===== src/rtl/pipelined_alu.sv =====
// -----------------------------------------------------------------------------
// pipelined_alu
//   Two-stage valid/ready ALU with an internal accumulator.
//   Stage 1 (S1) registers the request (a, b, op). Stage 2 (S2) registers the
//   computed result, its flags and out_valid. The accumulator is updated only
//   when an op moves from S1 to S2, so consecutive ACC ops see each other's
//   result without any hazard gap.
//
// Ports
//   clk        : sole clock, rising edge
//   rst        : synchronous active-high reset
//   in_valid   : request present on a/b/op
//   in_ready   : request accepted this cycle (combinational from state, out_ready, rst)
//   a, b       : unsigned operands, WIDTH bits
//   op         : opcode (AND, ADD, OR, SUB, XOR, ACC_ADD, ACC_CLR, PASS_A)
//   out_valid  : r/neg/zero hold a valid result
//   out_ready  : consumer accepts the result this cycle
//   r          : result, WIDTH+1 bits
//   neg, zero  : result flags
// -----------------------------------------------------------------------------
module pipelined_alu #(
    parameter int WIDTH = 4
) (
    input  logic             clk,
    input  logic             rst,
    input  logic             in_valid,
    output logic             in_ready,
    input  logic [WIDTH-1:0] a,
    input  logic [WIDTH-1:0] b,
    input  logic [2:0]       op,
    output logic             out_valid,
    input  logic             out_ready,
    output logic [WIDTH:0]   r,
    output logic             neg,
    output logic             zero
);

    localparam logic [2:0] OP_AND     = 3'b000;
    localparam logic [2:0] OP_ADD     = 3'b001;
    localparam logic [2:0] OP_OR      = 3'b010;
    localparam logic [2:0] OP_SUB     = 3'b011;
    localparam logic [2:0] OP_XOR     = 3'b100;
    localparam logic [2:0] OP_ACC_ADD = 3'b101;
    localparam logic [2:0] OP_ACC_CLR = 3'b110;
    localparam logic [2:0] OP_PASS_A  = 3'b111;

    // Stage 1 request registers
    logic             r_s1_valid;
    logic [WIDTH-1:0] r_s1_a;
    logic [WIDTH-1:0] r_s1_b;
    logic [2:0]       r_s1_op;

    // Stage 2 result registers and accumulator
    logic             r_out_valid;
    logic [WIDTH:0]   r_res;
    logic             r_neg;
    logic             r_zero;
    logic [WIDTH:0]   r_acc;

    // Handshake and datapath wires
    logic             w_s2_free;
    logic             w_s1_adv;
    logic             w_in_ready;
    logic             w_in_xfer;
    logic [WIDTH:0]   w_ext_a;
    logic [WIDTH:0]   w_ext_b;
    logic [WIDTH:0]   w_res;
    logic             w_neg;
    logic             w_zero;
    logic [WIDTH:0]   w_acc_next;

    // S2 can take a new result when empty or when its current result leaves now.
    assign w_s2_free  = !r_out_valid || out_ready;
    assign w_s1_adv   = r_s1_valid && w_s2_free;
    // rst forces in_ready low so a request coincident with reset is never taken.
    assign w_in_ready = !rst && (!r_s1_valid || w_s1_adv);
    assign w_in_xfer  = in_valid && w_in_ready;

    assign w_ext_a = {1'b0, r_s1_a};
    assign w_ext_b = {1'b0, r_s1_b};

    // Result, flags and next accumulator value for the op sitting in S1.
    always_comb begin
        w_res      = {(WIDTH+1){1'b0}};
        w_neg      = 1'b0;
        w_acc_next = r_acc;
        case (r_s1_op)
            OP_AND:     w_res = w_ext_a & w_ext_b;
            OP_ADD:     w_res = w_ext_a + w_ext_b;
            OP_OR:      w_res = w_ext_a | w_ext_b;
            OP_SUB: begin
                // WIDTH+1-bit subtraction wraps modulo 2^(WIDTH+1)
                w_res = w_ext_a - w_ext_b;
                w_neg = (r_s1_b > r_s1_a);
            end
            OP_XOR:     w_res = w_ext_a ^ w_ext_b;
            OP_ACC_ADD: begin
                w_res      = r_acc + w_ext_a;
                w_acc_next = r_acc + w_ext_a;
            end
            OP_ACC_CLR: begin
                w_res      = r_acc;
                w_acc_next = {(WIDTH+1){1'b0}};
            end
            OP_PASS_A:  w_res = w_ext_a;
            default:    w_res = {(WIDTH+1){1'b0}};
        endcase
        w_zero = (w_res == {(WIDTH+1){1'b0}});
    end

    // Stage 1: capture a request on input transfer, empty when it moves to S2.
    always_ff @(posedge clk) begin
        if (rst) begin
            r_s1_valid <= 1'b0;
            r_s1_a     <= {WIDTH{1'b0}};
            r_s1_b     <= {WIDTH{1'b0}};
            r_s1_op    <= 3'b000;
        end else if (w_in_xfer) begin
            r_s1_valid <= 1'b1;
            r_s1_a     <= a;
            r_s1_b     <= b;
            r_s1_op    <= op;
        end else if (w_s1_adv) begin
            r_s1_valid <= 1'b0;
        end else begin
            r_s1_valid <= r_s1_valid;
        end
    end

    // Stage 2: load result and commit the accumulator when S1 advances; hold while stalled.
    always_ff @(posedge clk) begin
        if (rst) begin
            r_out_valid <= 1'b0;
            r_res       <= {(WIDTH+1){1'b0}};
            r_neg       <= 1'b0;
            r_zero      <= 1'b0;
            r_acc       <= {(WIDTH+1){1'b0}};
        end else if (w_s1_adv) begin
            r_out_valid <= 1'b1;
            r_res       <= w_res;
            r_neg       <= w_neg;
            r_zero      <= w_zero;
            r_acc       <= w_acc_next;
        end else if (r_out_valid && out_ready) begin
            r_out_valid <= 1'b0;
        end else begin
            r_out_valid <= r_out_valid;
        end
    end

    assign in_ready  = w_in_ready;
    assign out_valid = r_out_valid;
    assign r         = r_res;
    assign neg       = r_neg;
    assign zero      = r_zero;

endmodule


===== config.mk =====
export PLATFORM = sky130hd
export DESIGN_NAME = pipelined_alu
export DESIGN_NICKNAME = d
export VERILOG_FILES = /design/src/rtl/pipelined_alu.sv
export SDC_FILE = /design/constraint.sdc
export NUM_CORES = 1
export LEC_CHECK = 0
export ABC_CLOCK_PERIOD_IN_PS = 2550
export BUFFER_PORTS_ARGS = -buffer_cell sky130_fd_sc_hd__buf_2
export CORE_MARGIN = 5
export CORE_UTILIZATION = 47
export CTS_BUF_LIST = sky130_fd_sc_hd__clkbuf_8
export CTS_CLUSTER_SIZE = 28
export DETAILED_ROUTE_END_ITERATION = 16
export GPL_TIMING_DRIVEN = 0
export MAX_ROUTING_LAYER = met4
export PLACE_DENSITY = 0.73
export SLEW_MARGIN = 30
export SYNTH_ARGS = -nofsm -noshare
export SYNTH_HDL_FRONTEND = slang
export SYNTH_SLANG_ARGS = --single-unit
export TNS_END_PERCENT = 1

===== constraint.sdc =====
create_clock -name clk -period 2.55 [get_ports clk]
set_clock_uncertainty 0.05 [all_clocks]
set_input_delay 0.255 -clock clk [delete_from_list [all_inputs] [get_ports clk]]
set_output_delay 0.255 -clock clk [all_outputs]
set_load 0.03 [all_outputs]

# [Word level (Yosys, flattened, before mapping)]
# Index checks and enable logic that the tools add are counted.
[totals] in_bits=15 output_inout_bits=9 regBits=25
[classes] n_lt_le_gt_ge=1 n_eq_ne=7 bitwise_logic=3 reduce_logical=15 addsub=3 muxes=7
[ops] op="$pmux 5 s8" count=1
[ops] op="$eq 3x3->1 const B" count=4
[ops] op="$pmux 5 s2" count=1
[ops] op="$eq 3x2->1 const B" count=2
[ops] op="$reduce_bool 2->1" count=3
[ops] op="$add 4x4->5" count=1
[ops] op="$add 5x4->5" count=1
[ops] op="$logic_not 5->1" count=1
[ops] op="$mux 1" count=5
[ops] op="$sub 4x4->5" count=1
[ops] op="$and 4x4->4" count=1
[ops] op="$gt 4x4->1" count=1
[ops] op="$logic_and 1x1->1" count=4
[ops] op="$or 4x4->4" count=1
[ops] op="$xor 4x4->4" count=1
[ops] op="$eq 3x1->1 const B" count=1
[ops] op="$logic_not 1->1" count=3
[ops] op="$logic_not 3->1" count=1
[ops] op="$logic_or 1x1->1" count=2
[ops] op="$reduce_and 2->1" count=1

# [Depth between registers and ports, before layout]
[depth] depth_word=7 ltp_mapped=10 depth_no_buf=10

# [Worst setup path after synthesis]
# No wires, ideal clock.
[synth_path] path_kind="reg2reg" start="reg r_s1_a[1]" end="reg r_zero (netlist: zero)" n_path_buf=0 arrival_time_ps=2078 synth_period_minus_slack_ps=2197 path_stages_with_launch=9 required_time_ps=2431 setup_slack_ps=353 path_cell_list="dfxtp_1 inv_1 fa_1 xor2_1 mux2i_1 a222oi_1 o22ai_1 a2111o_1 o21ai_1"
[synth_between] elab_chain_len=3 elab_cells_between_ends=8 classes_between="3 x add/sub; 1 x mux; 3 x bitwise; 1 x reduce/logical"
[synth_lines] element="from (decl)" line="49" rtl="logic [WIDTH-1:0] r_s1_a;"
[synth_lines] element="from (signal assigned)" line="115" rtl="r_s1_a <= {WIDTH{1'b0}};"
[synth_lines] element="$add 5x4->5, or another cell as far along" line="98" rtl="w_res = r_acc + w_ext_a;"
[synth_lines] element="$pmux 5 s8 *" line="87" rtl="case (r_s1_op)"
[synth_lines] element="$logic_not 5->1 *" line="108" rtl="w_zero = (w_res == {(WIDTH+1){1'b0}});"
[synth_lines] element="to (signal assigned)" line="142" rtl="r_zero <= w_zero;"
[synth_lines] element="to (decl)" line="57" rtl="logic r_zero;"
# Mark *: on every way between the ends. The rest lies on a longest branch, timed or not.
# A chain may end at the register's enable or synchronous reset.

# [Worst setup path in the final report]
# Ends and elaborated chain as after synthesis.

==> metrics.md <==
| Metric | Value |
|---|---|
| DR WL/cell | between 10 and 15 um |
| Max cap viols | 0 |
| Die H | about 72 um |
| Finished Core Util | between 50% and 60% |
| EDFF count, synth | 0 |
| Worst skew pair latency | roughly 270 ps |
| Global route overflow | 0 |
| Crit Path Class | flip-flop to flip-flop |
| Root Buffer | clkbuf_8 |
| Outcome | completed |
| Setup bufs post-CTS | 0 |
| Post-synth ARST share | 0% |
| Vias in the first global route | roughly 1,500 |
| XOR/XNOR Fraction of Synth Area | 2.93% |
| WP data required | ~2700 ps |
| Final WL | slightly above 4000 um |
| Die W | between 70 and 80 um |
| TNS Setup | 0 ps |
| Vias | roughly 1,700 |
| Most area-hungry cell type in the Yosys netlist | dfxtp_1 |
| Post-synthesis simple-gate area fraction | 25.9% |
| Final Setup Violations | 0 |
| Worst Path Arrival | 2590 ps |
| Largest net degree at the start of global routing | 16 |
| Die area | between 5000 and 6000 um2 |
| DP HPWL | between 3000 and 4000 um |
| Slew HR | 63.3% |
| Initial DRC Count | 109 |
| Starting density of the core | between 40% and 50% |
| Leakage | between 0.8 and 0.9 nW |
| Mapped Nets | 266 |
| GRT Overall Usage | roughly 17% |
| Floorplan Core Area | about 3700 um2 |
| Clock buffer count from CTS | 3 |
| Antenna Violating Nets Remaining | 0 |
| Area contributors post-synth | dfxtp_1 (28%), ha_1 (11%), nand3_1 (7.2%) |
| First-pass GRT wire length | about 6900 um |
| Seq/Total Area, Yosys | between 20 and 30% |
| Share of cells above drive strength 1 | approximately 15% |
| Synth cell types | 48 |
| Layout Cells excl Fill | just over 300 |
| HP Class | input pin to flip-flop |
| TritonCTS clock tree | built |
| Clock Tree Buf Depth | 2 |
| Top cell type's share of synthesized area | between 20 and 30% |
| #FFs+latches synth | 25 |
| Compound-gate portion of the synthesized area | around a fifth |
| Top Ports | 24 |
| Power per cell area | roughly 460 nW/um2 |
| Placed Cells | slightly above 300 |
| DP Worst Slack | roughly 62 ps |
| Syn Area/Cell | ~7.7 um2 |
| Ys Warns | 0 |
| Overall power | slightly above 0.9 mW |
| Pre-antenna DRT Iters | 4 |
| Part of the cycle the worst path needs | between 90% and 100% |
| Commonest non-fill, non-tap cell in the layout | buf_2 |
| Port buffer count | 23 |
| Area grow syn2layout | 12.7% |
| Reg clk slew, reported paths | 90 ps |
| Cell Area, Placed | between 1500 and 2000 um2 |
| Worst setup EP type | flip-flop |
| # diodes | 0 |
| CP Max Fanout | 7 |
| Worst hold margin | 119 ps |
| Synth Instances | about 230 |
| Max Slew Vio Count | 0 |
| Post-Synth Adder-Cell Area | between 10 and 15% |
| Vias/cell | between 5 and 6 |
| H-Tree Depth | 1 |
| GP Congestion | 0.868 |
| Hold Fails Final Rpt | 0 |
| Clock Sink Count | 25 |
| Startpoint Class | flip-flop |
| Final WS setup | between 100 and 150 ps |
| Multiplexer area fraction after synthesis | about 1.7% |
| Max Freq | about 410 MHz |
| Tmin final | ~2400 ps |
| Largest family of logic cells by synthesized area | simple AND/OR/NAND/NOR gates |
| Peak VDD IR | around 380 uV |
| Ys flop type | dfxtp_1 |
| Initial antenna violation count | 0 |
| Final Instance Area | around 2000 um2 |
| Synth Cell Area | about 1800 um2 |
| Site Rows | 22 |
| # DRC | 0 |
| RSZ-0062 raised after global routing | false |
| Nets | about 300 |
| Worst slew pin tran | roughly 550 ps |
| Commonest cells after routing, fill and taps aside | buf_2 (27), nand3_1 (26), dfxtp_1 (23), nand2_1 (21), nor2_1 (19) |
## per-layer routing
metal | track usage [%] | share of wire [%] | up-vias
met2 | 28.0 | 46 | 44
li1 | - | - | 860
met1 | 21.9 | 47 | 758
met4 | 4.59 | 1.5 | 0
met5 | - | 0 | -
met3 | 2.52 | 5.0 | 7
## critical path: stages (launching register included)
cell and delay (ps):
dfxtp_2 420, inv_1 140, fa_1 460, xor2_1 230, mux2i_1 110, a222oi_1 390
o22ai_1 140, a2111o_1 310, o21ai_1 130
## cell usage after synthesis (3+ instances only)
cell / instances
a21oi_1: 17
a22oi_1: 4
a31oi_1: 3
buf_2: 4
clkbuf_1: 4
dfxtp_1: 25
fa_1: 3
ha_1: 16
inv_1: 16
mux2i_1: 3
nand2_1: 21
nand2b_1: 5
nand3_1: 26
nor2_1: 19
nor2b_1: 7
nor3_1: 3
o211ai_1: 3
o21ai_0: 10
xor2_1: 4
## registers in the layout, summed over array words and instances (netlist names)
signal	cells
neg	1
out_valid	1
r	5
r_acc	5
r_s1_a	4
r_s1_b	4
r_s1_op	3
r_s1_valid	1
zero	1
## power breakdown
group | switching [mW] | internal (mW)
combinational | 0.154 | 0.100
sequential | 0.0200 | 0.411
clock | 0.133 | 0.111
total | 0.307 | 0.622
## path summary, 6_finish.rpt
kind / startpoint / endpoint / slack (ps) / cells past startpoint
setup reg to reg: r_s1_a[1]$_SDFFE_PP0P_ / zero$_SDFFE_PP0P_ / 120 / 8
hold / removal: rst / r[0]$_SDFFE_PP0P_ / 120 / 2
setup / recovery: r_s1_a[1]$_SDFFE_PP0P_ / zero$_SDFFE_PP0P_ / 120 / 8
hold reg to reg: r[0]$_SDFFE_PP0P_ / r[0]$_SDFFE_PP0P_ / 400 / 2
## cell families after synthesis
group	count (synthesis)
buf+inv	31
xor+xnor	6
mux	3
compound gates	54
fa+ha+maj	19
simple gates	94
flops	25
## timing repair
action	CTS	global route
setup endpoints to repair	0	2
gates resized for setup	0	3
hold buffers	0	0
## area by class of cell
type,instances,area [um2]
Multi-Input combinational cell,176,1150
Tap cell,48,60.1
Clock buffer,3,41.3
Sequential cell,25,503
Timing Repair Buffer,23,115
Inverter,17,63.8
Buffer,14,81.3
Clock inverter,1,7.51
Fill cell,393,1670
No activity file was read; power rests on OpenSTA's default activity.
